## config.mk

```make
export PLATFORM = sky130hd
export DESIGN_NAME = cute_fetch
export DESIGN_NICKNAME = d
export VERILOG_FILES = /design/src/rtl/cute_fetch_pkg.sv /design/src/rtl/cute_fetch_pc.sv /design/src/rtl/cute_fetch.sv
export SDC_FILE = /design/constraint.sdc
export NUM_CORES = 1
export LEC_CHECK = 0
export ABC_CLOCK_PERIOD_IN_PS = 2100
export BUFFER_PORTS_ARGS = -buffer_cell sky130_fd_sc_hd__buf_2
export CAP_MARGIN = 20
export CORE_MARGIN = 2
export CORE_UTILIZATION = 49
export DETAILED_ROUTE_END_ITERATION = 6
export MAX_ROUTING_LAYER = met4
export PLACE_DENSITY = 0.83
export REMOVE_ABC_BUFFERS = 1
export SLEW_MARGIN = 15
export SYNTH_ARGS = -nofsm -noshare
export SYNTH_HDL_FRONTEND = slang
export SYNTH_SLANG_ARGS = --single-unit
```

## constraint.sdc

```tcl
create_clock -name clk -period 2.1 [get_ports clk]
set_clock_uncertainty 0.1 [all_clocks]
set_input_delay 0.21 -clock clk [delete_from_list [all_inputs] [get_ports clk]]
set_output_delay 0.21 -clock clk [all_outputs]
set_load 0.02 [all_outputs]
```

## src/rtl/cute_fetch_pkg.sv

```systemverilog
// Shared types and default sizes for the cute instruction-fetch block.
// Optional prefetch in cute_fetch is enabled by defining CUTE_FETCH_PREFETCH_EN.
package cute_fetch_pkg;

   localparam int AW_DEF        = 6;
   localparam int DW_DEF        = 9;
   localparam int MEM_DEPTH_DEF = 10;

   typedef enum logic [2:0] {
      IDLE  = 3'd0,
      FETCH = 3'd1,
      ISSUE = 3'd2,
      EXEC  = 3'd3,
      FAULT = 3'd4
   } state_t;

endpackage

```

## src/rtl/cute_fetch_pc.sv

```systemverilog
// Program counter for cute_fetch: modulo-MEM_DEPTH increment, branch load with
// range check, and the sticky fault flag raised by an out-of-range branch.
module cute_fetch_pc
   import cute_fetch_pkg::*;
#(
   parameter int AW        = AW_DEF,
   parameter int MEM_DEPTH = MEM_DEPTH_DEF
) (
   input  logic          clk,
   input  logic          Resetn,
   input  logic          inc,
   input  logic          load,
   input  logic [AW-1:0] target,
   output logic [AW-1:0] pc,
   output logic [AW-1:0] pc_inc,
   output logic          target_bad,
   output logic          fault
);

   localparam int            AW1     = AW + 1;
   localparam logic [AW-1:0] PC_LAST = AW'(MEM_DEPTH - 1);
   localparam logic [AW:0]   DEPTH   = AW1'(MEM_DEPTH);

   // Wrap at MEM_DEPTH, not at 2**AW.
   assign pc_inc     = (pc == PC_LAST) ? '0 : pc + AW'(1);
   assign target_bad = ({1'b0, target} >= DEPTH);

   always_ff @(posedge clk) begin
      if (!Resetn) begin
         pc    <= '0;
         fault <= 1'b0;
      end else begin
         if (load && !target_bad)
            pc <= target;
         else if (inc)
            pc <= pc_inc;
         if (load && target_bad)
            fault <= 1'b1;
      end
   end

endmodule

```

## src/rtl/cute_fetch.sv

```systemverilog
// Instruction-fetch requester for the cute core: req/ack reads from instruction
// memory, one-cycle Run strobe per word. Define CUTE_FETCH_PREFETCH_EN for a one-entry prefetch.
module cute_fetch
   import cute_fetch_pkg::*;
#(
   parameter int AW        = AW_DEF,
   parameter int DW        = DW_DEF,
   parameter int MEM_DEPTH = MEM_DEPTH_DEF
) (
   input  logic          clk,
   input  logic          Resetn,
   input  logic          start,
   input  logic          stop,
   output logic          mem_req,
   output logic [AW-1:0] mem_addr,
   input  logic          mem_ack,
   input  logic [DW-1:0] mem_rdata,
   output logic [DW-1:0] DIN,
   output logic          Run,
   input  logic          done,
   input  logic          jmp,
   input  logic [AW-1:0] jmp_target,
   output logic [AW-1:0] pc,
   output logic          fault
);

   state_t        state, state_nxt;
   logic          exec_done, seq_done, jmp_done;
   logic          fetch_take, fetch_gate;
   logic          pf_req, seq_hit;
   logic [AW-1:0] pc_inc;
   logic          target_bad;

   assign exec_done = (state == EXEC) && done;
   assign jmp_done  = exec_done && jmp;
   assign seq_done  = exec_done && !jmp;

`ifdef CUTE_FETCH_PREFETCH_EN
   logic          pf_valid, pf_drain, pf_ack;
   logic [DW-1:0] pf_buf;

   assign pf_req     = (state == EXEC) && !pf_valid;
   assign pf_ack     = pf_req && mem_ack;
   assign seq_hit    = seq_done && !stop && (pf_valid || pf_ack);
   // Hold off a new FETCH request until a stale prefetch ack has been swallowed.
   assign fetch_gate = !pf_drain;
`else
   assign pf_req     = 1'b0;
   assign seq_hit    = 1'b0;
   assign fetch_gate = 1'b1;
`endif

   assign fetch_take = (state == FETCH) && mem_ack && fetch_gate;

   cute_fetch_pc #(
      .AW        (AW),
      .MEM_DEPTH (MEM_DEPTH)
   ) u_pc (
      .clk        (clk),
      .Resetn     (Resetn),
      .inc        (seq_done),
      .load       (jmp_done),
      .target     (jmp_target),
      .pc         (pc),
      .pc_inc     (pc_inc),
      .target_bad (target_bad),
      .fault      (fault)
   );

   always_ff @(posedge clk) begin
      if (!Resetn)
         state <= IDLE;
      else
         state <= state_nxt;
   end

   always_comb begin
      state_nxt = state;
      unique case (state)
         IDLE:  if (start) state_nxt = FETCH;
         FETCH: if (fetch_take) state_nxt = ISSUE;
         ISSUE: state_nxt = EXEC;
         EXEC: begin
            if (done) begin
               if (jmp && target_bad)
                  state_nxt = FAULT;
               else if (stop)
                  state_nxt = IDLE;
               else if (seq_hit)
                  state_nxt = ISSUE;
               else
                  state_nxt = FETCH;
            end
         end
         FAULT: state_nxt = FAULT;
         default: state_nxt = IDLE;
      endcase
   end

   always_comb begin
      mem_req  = 1'b0;
      mem_addr = pc;
      Run      = 1'b0;
      unique case (state)
         FETCH: mem_req = fetch_gate;
         ISSUE: Run = 1'b1;
         EXEC: begin
            mem_req = pf_req;
            if (pf_req)
               mem_addr = pc_inc;
         end
         default: ;
      endcase
   end

   always_ff @(posedge clk) begin
      if (!Resetn)
         DIN <= '0;
      else if (fetch_take)
         DIN <= mem_rdata;
`ifdef CUTE_FETCH_PREFETCH_EN
      else if (seq_hit)
         DIN <= pf_valid ? pf_buf : mem_rdata;
`endif
   end

`ifdef CUTE_FETCH_PREFETCH_EN
   always_ff @(posedge clk) begin
      if (!Resetn) begin
         pf_valid <= 1'b0;
         pf_drain <= 1'b0;
      end else begin
         if (exec_done)
            pf_valid <= 1'b0;
         else if (pf_ack)
            pf_valid <= 1'b1;
         // A sequential step keeps the same address on the bus, so only other exits must drain.
         if (pf_drain && mem_ack)
            pf_drain <= 1'b0;
         else if (exec_done && pf_req && !mem_ack && !(seq_done && !stop))
            pf_drain <= 1'b1;
      end
   end

   always_ff @(posedge clk) begin
      if (pf_ack)
         pf_buf <= mem_rdata;
   end
`endif

endmodule

```

* Word-level counts from Yosys, hierarchy flattened
Cells that the tools add are included.
Word-level totals: register bits 19, input port bits 22, output and inout port bits 24, word-level logic and storage cells 37
Operators by class: add/sub/neg operators 1, order comparisons 1, eq/ne operators 8, muxes and demuxes 11, reductions and logical operators 12
Operators with widths (number):
- 6-bit two-way mux | 3
- 3-bit one-hot mux with 5 select lines | 1
- 3-bit two-way mux | 4
- 1-bit logical AND | 7
- 6-bit by 1-bit adder with 6-bit output, second input constant | 1
- 3-bit by 2-bit equality test with 1-bit output, second input constant | 2
- 6-bit by 4-bit equality test with 1-bit output, second input constant | 1
- 6-bit by 4-bit greater-or-equal comparator with 1-bit output, second input constant | 1
- 2-bit inequality test, second input constant | 3
- 3-bit by 1-bit equality test with 1-bit output, second input constant | 1
- 3-bit equality test, second input constant | 1
- 3-bit logical NOT | 1
- 1-bit two-way mux | 3
- 3-bit AND reduction | 1
- 1-bit logical NOT | 2
- 2-bit nonzero test | 1

* Depth between registers and ports, before layout
depth in word-level cells 5, gate-level depth with buffers 6

* Cells and area by module
From an unflattened synthesis, not the netlist that was laid out.
Second synthesis, totals: cells, all modules 137, area, all modules 1129.8 um^2
By module, submodules not included:
- cute_fetch | times used 1, cells an instance 72, area an instance 595.6 um^2, seq. area each 240.2 um^2
- cute_fetch_pc | times used 1, cells an instance 65, area an instance 534.3 um^2, seq. area each 140.1 um^2

* Least setup slack after synthesis
OpenSTA, ideal clock, no wires.
path kind register to register, start point register state[0], end point register DIN[0], arrival 1.304 ns, data required time 1.927 ns, slack 0.623 ns, cell stages (with the launch flop) 7, path buffers 2, cell sequence dfxtp_1 -> buf_4 -> nor3b_2 -> and2_1 -> buf_2 -> nand2_1 -> a21oi_1
On the way: longest elaborated chain between the ends 2
Ends and longest elaborated chain:
- from (decl) | RTL line cute_fetch.sv:27 | state_t state, state_nxt;
- from (signal assigned) | RTL line cute_fetch.sv:74 | state <= state_nxt;
- 3-bit by 1-bit equality test with 1-bit output | RTL line cute_fetch.sv:53 | assign fetch_take = (state == FETCH) && mem_ack && fetch_gate;
- 1-bit logical AND | RTL line cute_fetch.sv:53
- to (signal assigned) | RTL line cute_fetch.sv:120 | DIN <= mem_rdata;
- to (decl) | RTL line cute_fetch.sv:18 | output logic [DW-1:0] DIN,
Every way passes these cells. A chain may end at the register's enable or synchronous reset.

* Worst setup path in the final report
start point register state[1], end point register u_pc.pc[0]
On the way: longest elaborated chain between the ends 5
Ends and longest elaborated chain:
- 3-bit by 2-bit equality test with 1-bit output * | RTL line cute_fetch.sv:34 | assign exec_done = (state == EXEC) && done;
- 1-bit logical AND * | RTL line cute_fetch.sv:34
- 1-bit logical AND | RTL line cute_fetch.sv:35 | assign jmp_done = exec_done && jmp;
- 1-bit logical AND | RTL line cute_fetch_pc.sv:33 | if (load && !target_bad)
- 6-bit two-way mux / 2-bit nonzero test (equally long branches)
- to (signal assigned) | RTL line cute_fetch_pc.sv:34 | pc <= target;
- to (signal assigned) | RTL line cute_fetch_pc.sv:36 | pc <= pc_inc;
- to (decl) | RTL line cute_fetch_pc.sv:14 | output logic [AW-1:0] pc,
Mark *: on every way between the ends. The rest lies on a longest branch, timed or not.

==> metrics.md <==
| Metric | Value |
|---|---|
| # Max-Cap Violations | 0 |
| Reg2reg end | u_pc.pc[0] |
| Buf/Inv on CP | 0 |
| Net switching power | 179 uW |
| Initial DRT Pass Iterations | 4 |
| Deepest clock path buffer count | 2 |
| Ant diodes | 0 |
| Vias per inst | 5.22 |
| Max-slew violations | 0 |
| Cell family with most CP delay | compound AO/OA/AOI/OAI gates |
| Setup crit start kind | flop |
| GRT Total Usage | 17.9% |
| CP max stage cell | dfxtp_1 |
| Final setup viols | 0 |
| Die area | 2460 um2 |
| # nets final | 184 |
| Die H | 49.6 um |
| Power per Cell Area | 545 nW/um2 |
| Syn Std Cell Area | 1020 um2 |
| Worst-path clk slew | 0.10 ns |
| Post-synth EDFFs | 0 |
| Reg2Reg Launch Point | state[1] |
| Syn. warnings | 0 |
| DRC | 0 |
| Clock H-tree levels | 1 |
| Met2 routed WL | 1010 um |
| CTS tree | yes |
| CP Cell Sequence | nand4b_4, a211oi_4, nor2b_1, o31a_1 |
| Clock Sinks | 19 |
| Average size of a mapped cell | 8.44 um2 |
| Initial Utilization | 52.0% |
| Yosys reg bits | 19 |
| Initial antenna violation count | 0 |
| Sequential share of power | 57.5% |
| Commonest cells after routing, fill and taps aside | 45 x buf_2, 26 x nand2_1, 19 x dfxtp_1 |
| DR iter-0 viols | 10 |
| Clock Tree Root | clkbuf_4 |
| Share of layout cells above drive strength 1 | 35.2% |
| Sw Ratio | 26.7% |
| Slew Limit Headroom | 74.7% |
| Fill cells | 195 |
| DRT Wirelength | 2160 um |
| Final Hold Fails | 0 |
| Die W | 49.6 um |
| Top sig layer | met4 |
| Main synth FF type | dfxtp_1 |
| CP Max Fanout | 9 |
| Rows | 16 |
| GPL Wtd Cong | 0.815 |
| Post_cts resized | 0 |
| Min-delay src | mem_rdata[2] |
| Worst r2r path cells | 4 |
| Internal power | 493 uW |
| Cell variety after synth | 41 |
| Global route overflow | 0 |
| Num CTS Buffers | 3 |
| CP max stage delay | 0.54 ns |
| Hold Path Stages | 3 |
| Routed met1 length | 985 um |
| HPWL Detailed | 1660 um |
| Max Clock Freq | 594 MHz |
| Setup TNS | 0 ns |
| Worst skew pair latency | 0.28 ns |
| Average wire per standard cell | 11.6 um |
| Leakage power | 0.598 nW |
| Clock share of power | 25.9% |
| Pre-CTS setup slack | 0.457 ns |
| Commonest non-fill, non-tap cell in the layout | buf_2 |
| WP data arrival | 1.76 ns |
| Core ar. | 1960 um2 |
| RSZ-0062 raised after global routing | no |
| Antenna-violating nets left | 0 |
| Worst Tran Pin Value | 0.376 ns |
| # IOs | 46 |
| Sequential share of the synthesized area | 37.3% |
| Critical Path RT | 2.18 ns |
| Largest net degree at the start of global routing | 13 |
| IO buf count | 45 |
| Routed vias | 970 |
| Final min period | 1.68 ns |
| Hold Crit Class | in -> reg |
| First-pass GRT wire length | 3440 um |
| Area grow syn2layout | 20.7% |
| Crit path kind | reg -> reg |
| Peak VDD IR | 0.356 mV |
| Logic gate share of total power | 16.6% |
| Period Utilization, post-route | 80.1% |
| Final WS setup | 0.418 ns |
| DR WL met3 | 154 um |
| Hold buffer count at CTS | 0 |
| Syn Inst Count | 121 |
| Vias in the first global route | 833 |
| Ys async rst share | 0% |
| Status | finished, final reports clean |
| Critical path capture point type | flop |
| R2R Setup Slk | 0.42 ns |
| Post-CTS Setup Inserts | 0 |
| Worst Hold End | DIN[2] |
[synthesized netlist by cell type, types with 2 or more instances]
cell       n  share of area (%)
a21o_1     2                1.5
a21oi_1   14                6.9
buf_2      2               0.98
buf_4      8                5.9
dfxtp_1   19                 37
ha_1       2                2.5
inv_1      3                1.1
nand2_1   26                9.6
nand2b_1   2                1.2
nor2_1     2               0.74
nor3_1     4                2.0
nor3b_1    2                1.5
o211a_1    2                2.0
o21a_1     3                2.2
o21ai_0    3                1.5
o22ai_1    2                1.2
[flip-flops by register name (all words and copies together) (netlist names)]
| register | flops |
|---|---|
| DIN | 9 |
| u_pc.pc | 6 |
| state | 3 |
| u_pc.fault | 1 |
[worst min-delay path: cells and delay by family]
kind,cells,cell delay [ns]
compound gates,1,0.05
buf+inv,1,0.09
simple gates,1,0.04
[layout make-up]
type	instances	area, um2	area share, %
clock buffers	4	26.3	2.13
inverters	4	15.0	1.22
multi-input cells	87	552	44.8
flip-flops and latches	19	380	30.9
well taps	27	33.8	2.74
repair buffers	45	225	18.3
[metrics by stage]
stage	cell area, um2	util [%]	instances	hold slack, ns	total power [mW]
6_report	1230	62.8	186	0.0531	0.672
2_1_floorplan	947	-	110	0.228	0.455
3_3_place_gp	1210	61.5	182	0.340	0.503
3_5_place_dp	1210	61.5	182	0.347	0.507
5_1_grt	1230	62.8	186	0.0405	0.716
4_1_cts	1230	62.8	186	0.0467	0.682
[worst max-delay path by stage]
stage | startpoint | end | depth (start not counted)
after floorplan | u_pc.pc[3] | u_pc.pc[0] | 4
after global placement | state[1] | u_pc.pc[0] | 4
after detailed placement | state[1] | u_pc.pc[0] | 4
after CTS | state[1] | u_pc.pc[0] | 4
after global routing | state[1] | u_pc.pc[0] | 4
final | state[1] | u_pc.pc[0] | 4
[power groups by stage]
stage	Combinational (mW)	Clock (mW)	Sequential [mW]
after floorplan	0.0501	0	0.405
after global placement	0.109	0	0.394
after detailed placement	0.112	0	0.395
after CTS	0.112	0.183	0.387
after global routing	0.122	0.204	0.389
final	0.111	0.174	0.387
[metal layers]
layer	GRT usage [%]	vias to the layer above
met3	3.03	2
met4	5.56	0
li1	-	497
met1	21.8	434
met5	-	-
met2	30.2	37
[logic make-up (layout without fill, tap and decap cells)]
group | after synthesis | in the layout | synth area share (%)
adder cells (fa/ha/maj) | 2 | 2 | 2.45
flip-flops | 19 | 19 | 37.3
AND/OR/NAND/NOR | 48 | 48 | 26.0
multiplexers | 2 | 2 | 2.08
AO/OA/AOI/OAI | 35 | 35 | 23.5
buffers and inverters | 15 | 53 | 8.70
Power figures use the tool's default switching activity.
